===== src/rtl/sqrt_vec_issue.sv =====
// sqrt_vec_issue: sequences the enabled BF16 elements of a vector, one at a
// time, through an external scalar sqrt unit and returns the assembled result.
// Optional feature: define SQRT_ISSUE_TIMEOUT_EN to add a per-element watchdog
// that substitutes a quiet NaN (16'h7FC0) and raises a sticky err_timeout.
module sqrt_vec_issue #(
  parameter int NUM_ELEM       = 4,
  parameter int TIMEOUT_CYCLES = 64
) (
  input  logic                  CLK,
  input  logic                  nRST,
  input  logic                  vec_valid_in,
  output logic                  vec_ready_in,
  input  logic [NUM_ELEM*16-1:0] vec_operand,
  input  logic [NUM_ELEM-1:0]   vec_mask,
  output logic                  vec_valid_out,
  input  logic                  vec_ready_out,
  output logic [NUM_ELEM*16-1:0] vec_result,
  output logic                  sq_valid_in,
  output logic [15:0]           sq_operand,
  input  logic                  sq_ready_in,
  input  logic                  sq_valid_out,
  input  logic [15:0]           sq_result,
  output logic                  sq_ready_out,
  output logic                  err_timeout
);

  localparam int IW = (NUM_ELEM > 1) ? $clog2(NUM_ELEM) : 1;

  typedef enum logic [1:0] {IDLE, ISSUE, WAIT, DONE} state_t;

  state_t                     state_q, state_d;
  logic [IW-1:0]              idx_q, idx_d;
  logic [NUM_ELEM-1:0][15:0]  op_q, op_d;
  logic [NUM_ELEM-1:0]        mask_q, mask_d;
  logic [NUM_ELEM-1:0][15:0]  res_q, res_d;
  logic [IW:0]                nxt;
  logic                       advance;

`ifdef SQRT_ISSUE_TIMEOUT_EN
  localparam int CW = $clog2(TIMEOUT_CYCLES + 1);
  logic [CW-1:0] cnt_q, cnt_d;
  logic          err_q, err_d;
  assign err_timeout = err_q;
`else
  // Watchdog limit has no use when the watchdog is compiled out.
  localparam int unused_timeout_cycles = TIMEOUT_CYCLES;
  assign err_timeout = 1'b0;
`endif

  // Returns {found, index} of the lowest set mask bit at or above 'from'.
  function automatic logic [IW:0] next_set(input logic [NUM_ELEM-1:0] m, input int from);
    logic [IW:0] r;
    r = '0;
    for (int i = NUM_ELEM - 1; i >= 0; i--)
      if (m[i] && i >= from) r = {1'b1, IW'(i)};
    return r;
  endfunction

  assign vec_result = res_q;

  // Next-state, datapath updates and handshake outputs.
  always_comb begin
    state_d       = state_q;
    idx_d         = idx_q;
    op_d          = op_q;
    mask_d        = mask_q;
    res_d         = res_q;
    nxt           = '0;
    advance       = 1'b0;
    vec_ready_in  = 1'b0;
    vec_valid_out = 1'b0;
    sq_valid_in   = 1'b0;
    sq_operand    = '0;
    sq_ready_out  = 1'b0;
`ifdef SQRT_ISSUE_TIMEOUT_EN
    cnt_d         = cnt_q;
    err_d         = err_q;
`endif
    case (state_q)
      IDLE: begin
        vec_ready_in = 1'b1;
        if (vec_valid_in) begin
          op_d    = vec_operand;
          mask_d  = vec_mask;
          res_d   = '0;
          nxt     = next_set(vec_mask, 0);
          idx_d   = nxt[IW-1:0];
          state_d = nxt[IW] ? ISSUE : DONE;
        end
      end
      ISSUE: begin
        sq_valid_in = 1'b1;
        sq_operand  = op_q[idx_q];
        if (sq_ready_in) begin
          state_d = WAIT;
`ifdef SQRT_ISSUE_TIMEOUT_EN
          cnt_d   = '0;
`endif
        end
      end
      WAIT: begin
        sq_ready_out = 1'b1;
        if (sq_valid_out) begin
          res_d[idx_q] = sq_result;
          advance      = 1'b1;
        end
`ifdef SQRT_ISSUE_TIMEOUT_EN
        else if (cnt_q == CW'(TIMEOUT_CYCLES - 1)) begin
          res_d[idx_q] = 16'h7FC0;
          err_d        = 1'b1;
          advance      = 1'b1;
        end else begin
          cnt_d = cnt_q + 1'b1;
        end
`endif
        // Always pass through ISSUE for the next element, never re-issue here.
        if (advance) begin
          nxt = next_set(mask_q, int'(idx_q) + 1);
          if (nxt[IW]) begin
            idx_d   = nxt[IW-1:0];
            state_d = ISSUE;
          end else begin
            state_d = DONE;
          end
        end
      end
      DONE: begin
        vec_valid_out = 1'b1;
        if (vec_ready_out) state_d = IDLE;
      end
      default: state_d = IDLE;
    endcase
  end

  // State and datapath registers; reset drops any in-flight element.
  always_ff @(posedge CLK or negedge nRST) begin
    if (!nRST) begin
      state_q <= IDLE;
      idx_q   <= '0;
      op_q    <= '0;
      mask_q  <= '0;
      res_q   <= '0;
`ifdef SQRT_ISSUE_TIMEOUT_EN
      cnt_q   <= '0;
      err_q   <= 1'b0;
`endif
    end else begin
      state_q <= state_d;
      idx_q   <= idx_d;
      op_q    <= op_d;
      mask_q  <= mask_d;
      res_q   <= res_d;
`ifdef SQRT_ISSUE_TIMEOUT_EN
      cnt_q   <= cnt_d;
      err_q   <= err_d;
`endif
    end
  end

endmodule

===== config.mk =====
export PLATFORM = sky130hd
export DESIGN_NAME = sqrt_vec_issue
export DESIGN_NICKNAME = d
export VERILOG_FILES = /design/src/rtl/sqrt_vec_issue.sv
export SDC_FILE = /design/constraint.sdc
export NUM_CORES = 1
export LEC_CHECK = 0
export BUFFER_PORTS_ARGS = -buffer_cell sky130_fd_sc_hd__buf_4
export CAP_MARGIN = 20
export CORE_ASPECT_RATIO = 0.6
export CORE_MARGIN = 3
export CORE_UTILIZATION = 35
export DETAILED_ROUTE_END_ITERATION = 8
export GPL_ROUTABILITY_DRIVEN = 0
export PLACE_DENSITY = 0.63
export REMOVE_ABC_BUFFERS = 1
export SLEW_MARGIN = 15
export SYNTH_ARGS = -nofsm -noshare
export SYNTH_HDL_FRONTEND = slang
export SYNTH_SLANG_ARGS = --single-unit

===== constraint.sdc =====
create_clock -name CLK -period 2.7 [get_ports CLK]
set_input_delay 0.81 -clock CLK [delete_from_list [all_inputs] [get_ports CLK]]
set_output_delay 0.81 -clock CLK [all_outputs]
set_load 0.02 [all_outputs]

==> Word-level counts from Yosys, hierarchy flattened <==
Index checks and enable logic that the tools add are counted.
{ "word_totals": {"reg_bits": 136, "inputBits": 90, "elab_cells": 76} }
{ "classes": {"add_sub_neg": 1, "order_cmp": 6, "n_eq_ne": 9, "muxes": 38, "n_reduce_logical": 11} }
{ "ops": {"columns": ["operator", "n"], "rows": [
  ["$mux 64", 2],
  ["$pmux 64 s2", 1],
  ["$bwmux 64", 1],
  ["$mux 16", 3],
  ["$mux 3", 12],
  ["$bmux 16 s2", 1],
  ["$demux 16 s2", 1],
  ["$mux 2", 9],
  ["$ne 2x2->1 const B", 6],
  ["$pmux 2 s4", 1],
  ["$reduce_and 4->1", 2],
  ["$ge 1x3->1 const A", 2],
  ["$ge 2x3->1 const A", 2],
  ["$mux 1", 6],
  ["$logic_and 1x1->1", 5],
  ["$eq 2x2->1 const B", 2],
  ["$pmux 2 s2", 1],
  ["$add 2x1->3 const B", 1],
  ["$lt 2x3->1 const B", 1],
  ["$reduce_and 3->1", 1],
  ["$eq 2x1->1 const B", 1],
  ["$ge 2x1->1 const B", 1],
  ["$logic_not 2->1", 1],
  ["$reduce_and 2->1", 1],
  ["$reduce_bool 2->1", 1]
]} }

==> Logic depth before layout (Yosys ltp) <==
Gate-level depths: netlist of the first run.
{ "depth": {"ltp_word": 12, "mapped_depth": 7, "depth_no_buf": 5} }

==> Worst setup path before layout of the first run <==
No wires, ideal clock.
{ "synth_path": {"path_kind": "register -> output", "from": "reg idx_q[0]", "to": "out sq_operand[10]", "t_arrival_ps": 1442, "required_time_ps": 1890, "setup_slack_ps": 448, "path_stages_with_launch": 5, "path_buffers": 2, "path_cell_list": "dfrtp_1 > buf_6 > buf_6 > mux4_2 > nor2b_1"} }
{ "synth_between": {"elab_chain_cells": 3} }
{ "synth_rtl": {"columns": ["item", "line_no", "source"], "rows": [
  ["start: declaration", "32", "logic [IW-1:0] idx_q, idx_d;"],
  ["start signal: assignment", "149", "idx_q <= idx_d;"],
  ["$bmux 16 s2", "93", "sq_operand = op_q[idx_q];"],
  ["$mux 16 (implied by the code)", "93", null],
  ["$mux 16", "79", "case (state_q)"],
  ["end: declaration", "19", "output logic [15:0] sq_operand,"]
]} }
Every way passes these cells. The select of a mux whose other input is x is not followed.

==> Worst setup path after layout of the first run <==
{ "layout_path": {"from": "reg idx_q[0]", "to": "out sq_operand[11]"} }
Same word-level chain as after synthesis.

==> impl_results.md, run 1 <==
- Status: finished clean
- First-pass GRT wire length: 23300 um
- Final hold violations: 0
- Worst path slowest cell: mux4_2
- EDFF count, synth: 0
- Total track usage: 0.166
- H-tree Lvls: 4
- # DRC: 0
- CP Class: reg -> out
- Worst Hold Class: in -> async
- Commonest non-fill, non-tap cell in the layout: buf_4
- YS warnings: 0
- Top Ports: 175
- Startpoint types: flop
- Die area: 17800 um2
- Port Buf Inserts: 173
- P&R area growth vs syn: 37.7%
- CTS tree: built
- Syn Area/Cell: 15.0 um2
- First-pass DRT Iterations: 5
- Pwr Total: 0.00996 W
- Core area: 15600 um2
- Reg2reg setup slack: 580 ps
- Power per cell area: 1280 nW/um2
- Synth top area cells: dfrtp_1 (60%), mux2_2 (13%), a22o_1 (9.0%)
- Die Ht: 105 um
- Final Instance Area: 7800 um2
- Largest net degree at the start of global routing: 57
- Clk slew on worst S/H paths: 70 ps
- Min Tclk post-route: 2620 ps
- Starting density of the core: 0.363
- Vias: 3996
- Multi-input gate area: 2110 um2
- FF+latch area: 3380 um2
- Hpwl dp: 10500 um
- DP Area: 7200 um2
- Clock Skew: 12.8 ps
- Yosys top cell area share: 0.597
- Slew Limit Fails: 0
- Clk_lat worst skew: 400 ps
- Num Clock Sinks: 135
- VDD IR max: 0.474 mV
- Post-synth ARST share: 1.00
- Seq/Total Area, Yosys: 0.597
- #FFs+latches synth: 135
- Final period util: 0.971
- Post-synthesis cell type count: 38
- Crit path capture type: output port
- Iter 0 DRT Violations: 277
- F_max: 0.381 GHz
- Lkg Pwr: 3.70 nW
- Critical path, cell by cell: buf_8 -> mux4_2 -> nor2b_1 -> buf_4
- R2r worst-path depth: 6
- Crit Path Max Fanout: 11
- Slew @ Worst Pin: 854 ps
- # setup viols final: 0
- Mapped Cells: 377
- Congestion Overflow GR: 0
- Initial antenna violation count: 0
- CP arrival: 1810 ps
- Final wirelength: 14600 um
- Std cell rows: 35
- RSZ-0062 raised after global routing: false
- R2r startpoint: state_q[0]$_DFFE_PN0P_
- Num CTS Buffers: 17
- Worst EP required: 1890 ps
- Die W: 170 um
- Final net count: 646
- Wire length per cell: 19.0 um
- Commonest cells after routing, fill and taps aside: buf_4 (180), dfrtp_1 (134), mux2_2 (66)
- RR Endpoint: vec_result[60]$_DFFE_PN0P_
- Max cap viols: 0
- Hold buffer count at cts: 0
- Clock Tree Buf Depth: 2
- Fillers: 1382
- Post-route ant nets: 0
- Antenna cells: 0
- Cell area after synthesis: 5660 um2
- Vias per cell: 5.18
- Slew Limit Headroom: 0.430
- Leading register cell type out of synthesis: dfrtp_1
- Layout cells sized above 1: 0.556
- Vias in the first global route: 4152
- Synth area leader: dfrtp_1
- Root Driver: clkbuf_16
- Largest stage delay on the critical path: 520 ps
state kept, by name (all words and copies together) (netlist names):
name / cells
state_q: 2
vec_result: 64
op_q: 64
idx_q: 2
mask_q: 3
per-stage QoR:
step | cells | util | hold WS [ps] | setup WS, ps | TNS [ps]
floorplan | 351 | - | 453 | -1620 | -108580
global route | 771 | 0.500 | 291 | 4.53 | 0
global placement | 740 | 0.462 | 485 | 448 | 0
detailed placement | 740 | 0.462 | 488 | 420 | 0
finish | 771 | 0.500 | 287 | 78.6 | 0
CTS | 771 | 0.500 | 287 | 24.8 | 0
cells by family after synthesis:
family                 Yosys count  synth area share
flip-flops                     135             0.597
AO/OA/AOI/OAI                   83             0.123
multiplexers                    83             0.197
AND/OR/NAND/NOR                 43            0.0506
buffers and inverters           32            0.0323
other                            1          0.000662
cell type report:
class,instances,area share
Sequential cell,135,0.433
Multi-Input combinational cell,210,0.270
Timing Repair Buffer,186,0.186
Clock buffer,18,0.0563
Tap cell,203,0.0326
Clock inverter,13,0.0186
Inverter,6,0.00289
worst max-delay path, delay by kind of cell (launching register included):
kind,cells,cell delay [ps]
multiplexers,1,520
AND/OR/NAND/NOR,1,160
flip-flops,1,380
buffers and inverters,2,340
Yosys cell counts, types with 2 or more instances:
master,n
dfrtp_1,135
mux2_2,66
nand3_1,2
clkbuf_1,4
a31oi_1,2
buf_4,4
a21oi_1,4
nor4_1,2
buf_6,4
nand2_1,3
inv_2,2
nor2b_1,17
a22o_2,6
nor3_4,2
inv_1,4
mux4_2,16
a22o_1,58
a21o_1,2
nand2b_1,6
o21ai_0,4
nor2_1,4
buf_2,14
what timing repair did:
action | CTS | global route
resized for setup | 1 | 2
setup endpoints to repair | 4 | 6
gates cloned | 0 | 0
buffers inserted | 0 | 0
worst max path at each step:
stage                                    start               endpoint  slack [ps]  cells after the start
after global routing      idx_q[0]$_DFFE_PN0P_          sq_operand[3]           5                      4
after global placement    idx_q[0]$_DFFE_PN0P_         sq_operand[11]         450                      4
after floorplan                   vec_valid_in  mask_q[1]$_DFFE_PN0P_       -1620                      3
after detailed placement  idx_q[0]$_DFFE_PN0P_         sq_operand[11]         420                      4
final                     idx_q[0]$_DFFE_PN0P_         sq_operand[11]          80                      4
after CTS                 idx_q[0]$_DFFE_PN0P_         sq_operand[13]          20                      4
report_power, final:
part / total [W] / leakage, nW / switching, W / internal (W)
clock: 0.00228 / 0.280 / 0.000887 / 0.00139
sequential: 0.00352 / 1.71 / 0.000562 / 0.00296
combinational: 0.00416 / 1.71 / 0.00199 / 0.00218
total: 0.00996 / 3.70 / 0.00344 / 0.00652
metal layers:
metal	global-route usage	share of wire
met5	0	0
met4	0.0365	0.0075
met3	0.0528	0.068
met2	0.241	0.44
met1	0.244	0.49
No activity file was read; power rests on OpenSTA's default activity.
==> run 2, diff against run 1 <==
- ABC_AREA: unset -> 1
==> run 2 against run 1 <==
  * Clock-buffer cell count up 2
  * Critical path depth is 2 higher
  * Routed wire length rose by 16%
  * Synthesized cell count increased by 62%
  * Global-route usage rose by 2.0 points
  * Synthesized area increased by 7.8%
==> impl_results.md, run 2 <==
- Status: finished clean
- Clk_lat worst skew: 410 ps (about the same)
- Slew Limit Fails: 0 (unchanged)
- Post-synthesis cell type count: 25 (-34%)
- H-tree Lvls: 4 (unchanged)
- Num Clock Sinks: 135 (unchanged)
- Num CTS Buffers: 17 (unchanged)
- Initial antenna violation count: 0 (unchanged)
- Cell with the most instances after synthesis: nand2_1
- Crit path capture type: output port
- EDFF count, synth: 0 (unchanged)
- Port Buf Inserts: 173 (unchanged)
- CTS tree: built
- CP Class: reg -> out
- Vias in the first global route: 4967 (+20%)
- #FFs+latches synth: 135 (unchanged)
- Starting density of the core: 0.366 (+0.00321)
- # setup viols final: 0 (unchanged)
- RR Endpoint: op_q[18]$_DFFE_PN0P_
- Final Instance Area: 8200 um2 (+5.2%)
- Cell area after synthesis: 6100 um2 (+7.8%)
- Syn Area/Cell: 10.0 um2 (-33%)
- Core area: 16700 um2 (+6.9%)
- Worst Hold Class: in -> async
- Commonest non-fill, non-tap cell in the layout: buf_4
- Final net count: 864 (+34%)
- CP Launch Point: state_q[1]$_DFFE_PN0P_
- Post-synth ARST share: 1.00 (unchanged)
- Wire length per cell: 16.7 um (-12%)
- Die area: 19100 um2 (+7.5%)
- Antenna cells: 0 (unchanged)
- Vias: 4848 (+21%)
- First-pass DRT Iterations: 5 (unchanged)
- First-pass GRT wire length: 27800 um (+20%)
- Lkg Pwr: 3.83 nW (+3.6%)
- Clk slew on worst S/H paths: 60 ps (about the same)
- Commonest cells in the synthesized netlist: nand2_1 (162), dfrtp_1 (135), nand3_1 (68), o21ai_1 (67), mux2_1 (64)
- Post-route ant nets: 0 (unchanged)
- RSZ-0062 raised after global routing: true
- YS warnings: 0 (unchanged)
- Seq/Total Area, Yosys: 0.553 (-0.0434)
- Final hold violations: 0 (unchanged)
- Hpwl dp: 11900 um (+13%)
- Final period util: 0.944 (-0.0273)
- Placed cell count: 983 (+33%)
- P&R area growth vs syn: 34.3%
- Top Ports: 175 (unchanged)
- Clock Skew: 9.62 ps (-3.18 ps)
- Clock Tree Buf Depth: 2 (unchanged)
- Crit Path Max Fanout: 17 (+6)
- Worst EP required: 1890 ps (about the same)
- F_max: 0.393 GHz (+2.9%)
- Std cell rows: 36 (+2.9%)
- Die W: 176 um (+3.7%)
- VDD IR max: 0.491 mV (+3.6%)
- Die Ht: 108 um (+3.6%)
- Layout cells sized above 1: 0.304 (-0.253)
- Worst Hold Slack: 354 ps (+66.7 ps)
- Synth top area cells: dfrtp_1 (55%), mux2_1 (12%), nand2_1 (10%)
- Fillers: 1550 (+12%)
- R2r worst-path depth: 4 (-2)
- # DRC: 0 (unchanged)
- Largest net degree at the start of global routing: 71 (+25%)
- Yosys top cell area share: 0.553 (-0.0434)
- CP arrival: 1740 ps (-70 ps)
- Non-Filler Instances: 1015 (+32%)
- Min Tclk post-route: 2550 ps (-73.8 ps)
- Max cap viols: 0 (unchanged)
- Synth area leader: dfrtp_1
- Congestion Overflow GR: 0 (unchanged)
- Final wirelength: 17000 um (+16%)
- Total track usage: 0.186 (+0.0203)
- Hold buffer count at cts: 0 (unchanged)
- Leading register cell type out of synthesis: dfrtp_1
- Root Driver: clkbuf_16
- Iter 0 DRT Violations: 373 (+35%)
- DP Area: 7570 um2 (+5.1%)
- R2r startpoint: state_q[0]$_DFFE_PN0P_
- Commonest cells after routing, fill and taps aside: buf_4 (181), nand2_1 (162), dfrtp_1 (134)
- Startpoint types: flop
- Mapped Cells: 610 (+62%)
- Reg2reg setup slack: 980 ps (+400 ps)
- # Post-CTS Setup Buffers: 0 (unchanged)
- Vias per cell: 4.78 (-7.8%)
- Power per cell area: 1110 nW/um2 (-13%)
-- run 2: per-stage QoR --
| step | TNS (ps) | power [W] | setup WS (ps) | util |
|---|---|---|---|---|
| floorplan | 0 | 0.00523 | 348 | - |
| CTS | 0 | 0.00916 | 6.41 | 0.491 |
| global route | -19.9 | 0.00974 | -19.9 | 0.492 |
| finish | 0 | 0.00906 | 152 | 0.492 |
| detailed placement | 0 | 0.00675 | 398 | 0.454 |
| global placement | 0 | 0.00670 | 443 | 0.454 |
-- run 2: cells by family after synthesis --
kind of cell	count (synthesis)	share of synthesized area
buffers and inverters	59	0.0570
DFF	135	0.553
AOI/OAI and AO/OA	75	0.0637
muxes	64	0.118
and+or+nand+nor	276	0.207
other	1	0.000614
-- run 2: layer usage --
metal  vias up  routed length (um)  GRT usage
li1       2387                   -          -
met1      2294                8880      0.289
met2       163                6430      0.238
met3         4                1630     0.0821
met4         0                  45     0.0303
met5         -                   0          0
-- run 2: where the power goes --
part / switching (W) / internal, W
clock: 0.000911 / 0.00145
combinational: 0.00216 / 0.00137
sequential: 0.000438 / 0.00273
-- run 2: final cells by class --
| cell class | instances | area, um2 | area share |
|---|---|---|---|
| Multi-Input combinational cell | 416 | 2380 | 0.291 |
| Clock inverter | 12 | 140 | 0.0171 |
| Timing Repair Buffer | 187 | 1460 | 0.178 |
| Clock buffer | 20 | 467 | 0.0569 |
| Inverter | 17 | 81.3 | 0.00992 |
| Sequential cell | 135 | 3380 | 0.412 |
| Tap cell | 228 | 285 | 0.0348 |
-- run 2: worst max-delay path by stage --
| stage | end | slack, ps | depth (start not counted) |
|---|---|---|---|
| 5_1_grt | sq_operand[3] | -20 | 6 |
| 2_1_floorplan | sq_operand[0] | 350 | 4 |
| 3_3_place_gp | sq_operand[3] | 440 | 6 |
| 3_5_place_dp | sq_operand[3] | 400 | 6 |
| 6_report | sq_operand[4] | 150 | 6 |
| 4_1_cts | sq_operand[15] | 6 | 7 |
-- run 2: what timing repair did --
action,4_1_cts,5_1_grt
gates resized for setup,2,7
endpoints found under the setup margin,10,16
hold endpoints to repair,0,0
-- run 2: critical path: stages (launching register included) --
cell     delay (ps)
dfrtp_2         500
inv_2           150
nand2_1          80
inv_1            70
buf_4           220
and2_1          160
buf_4           140
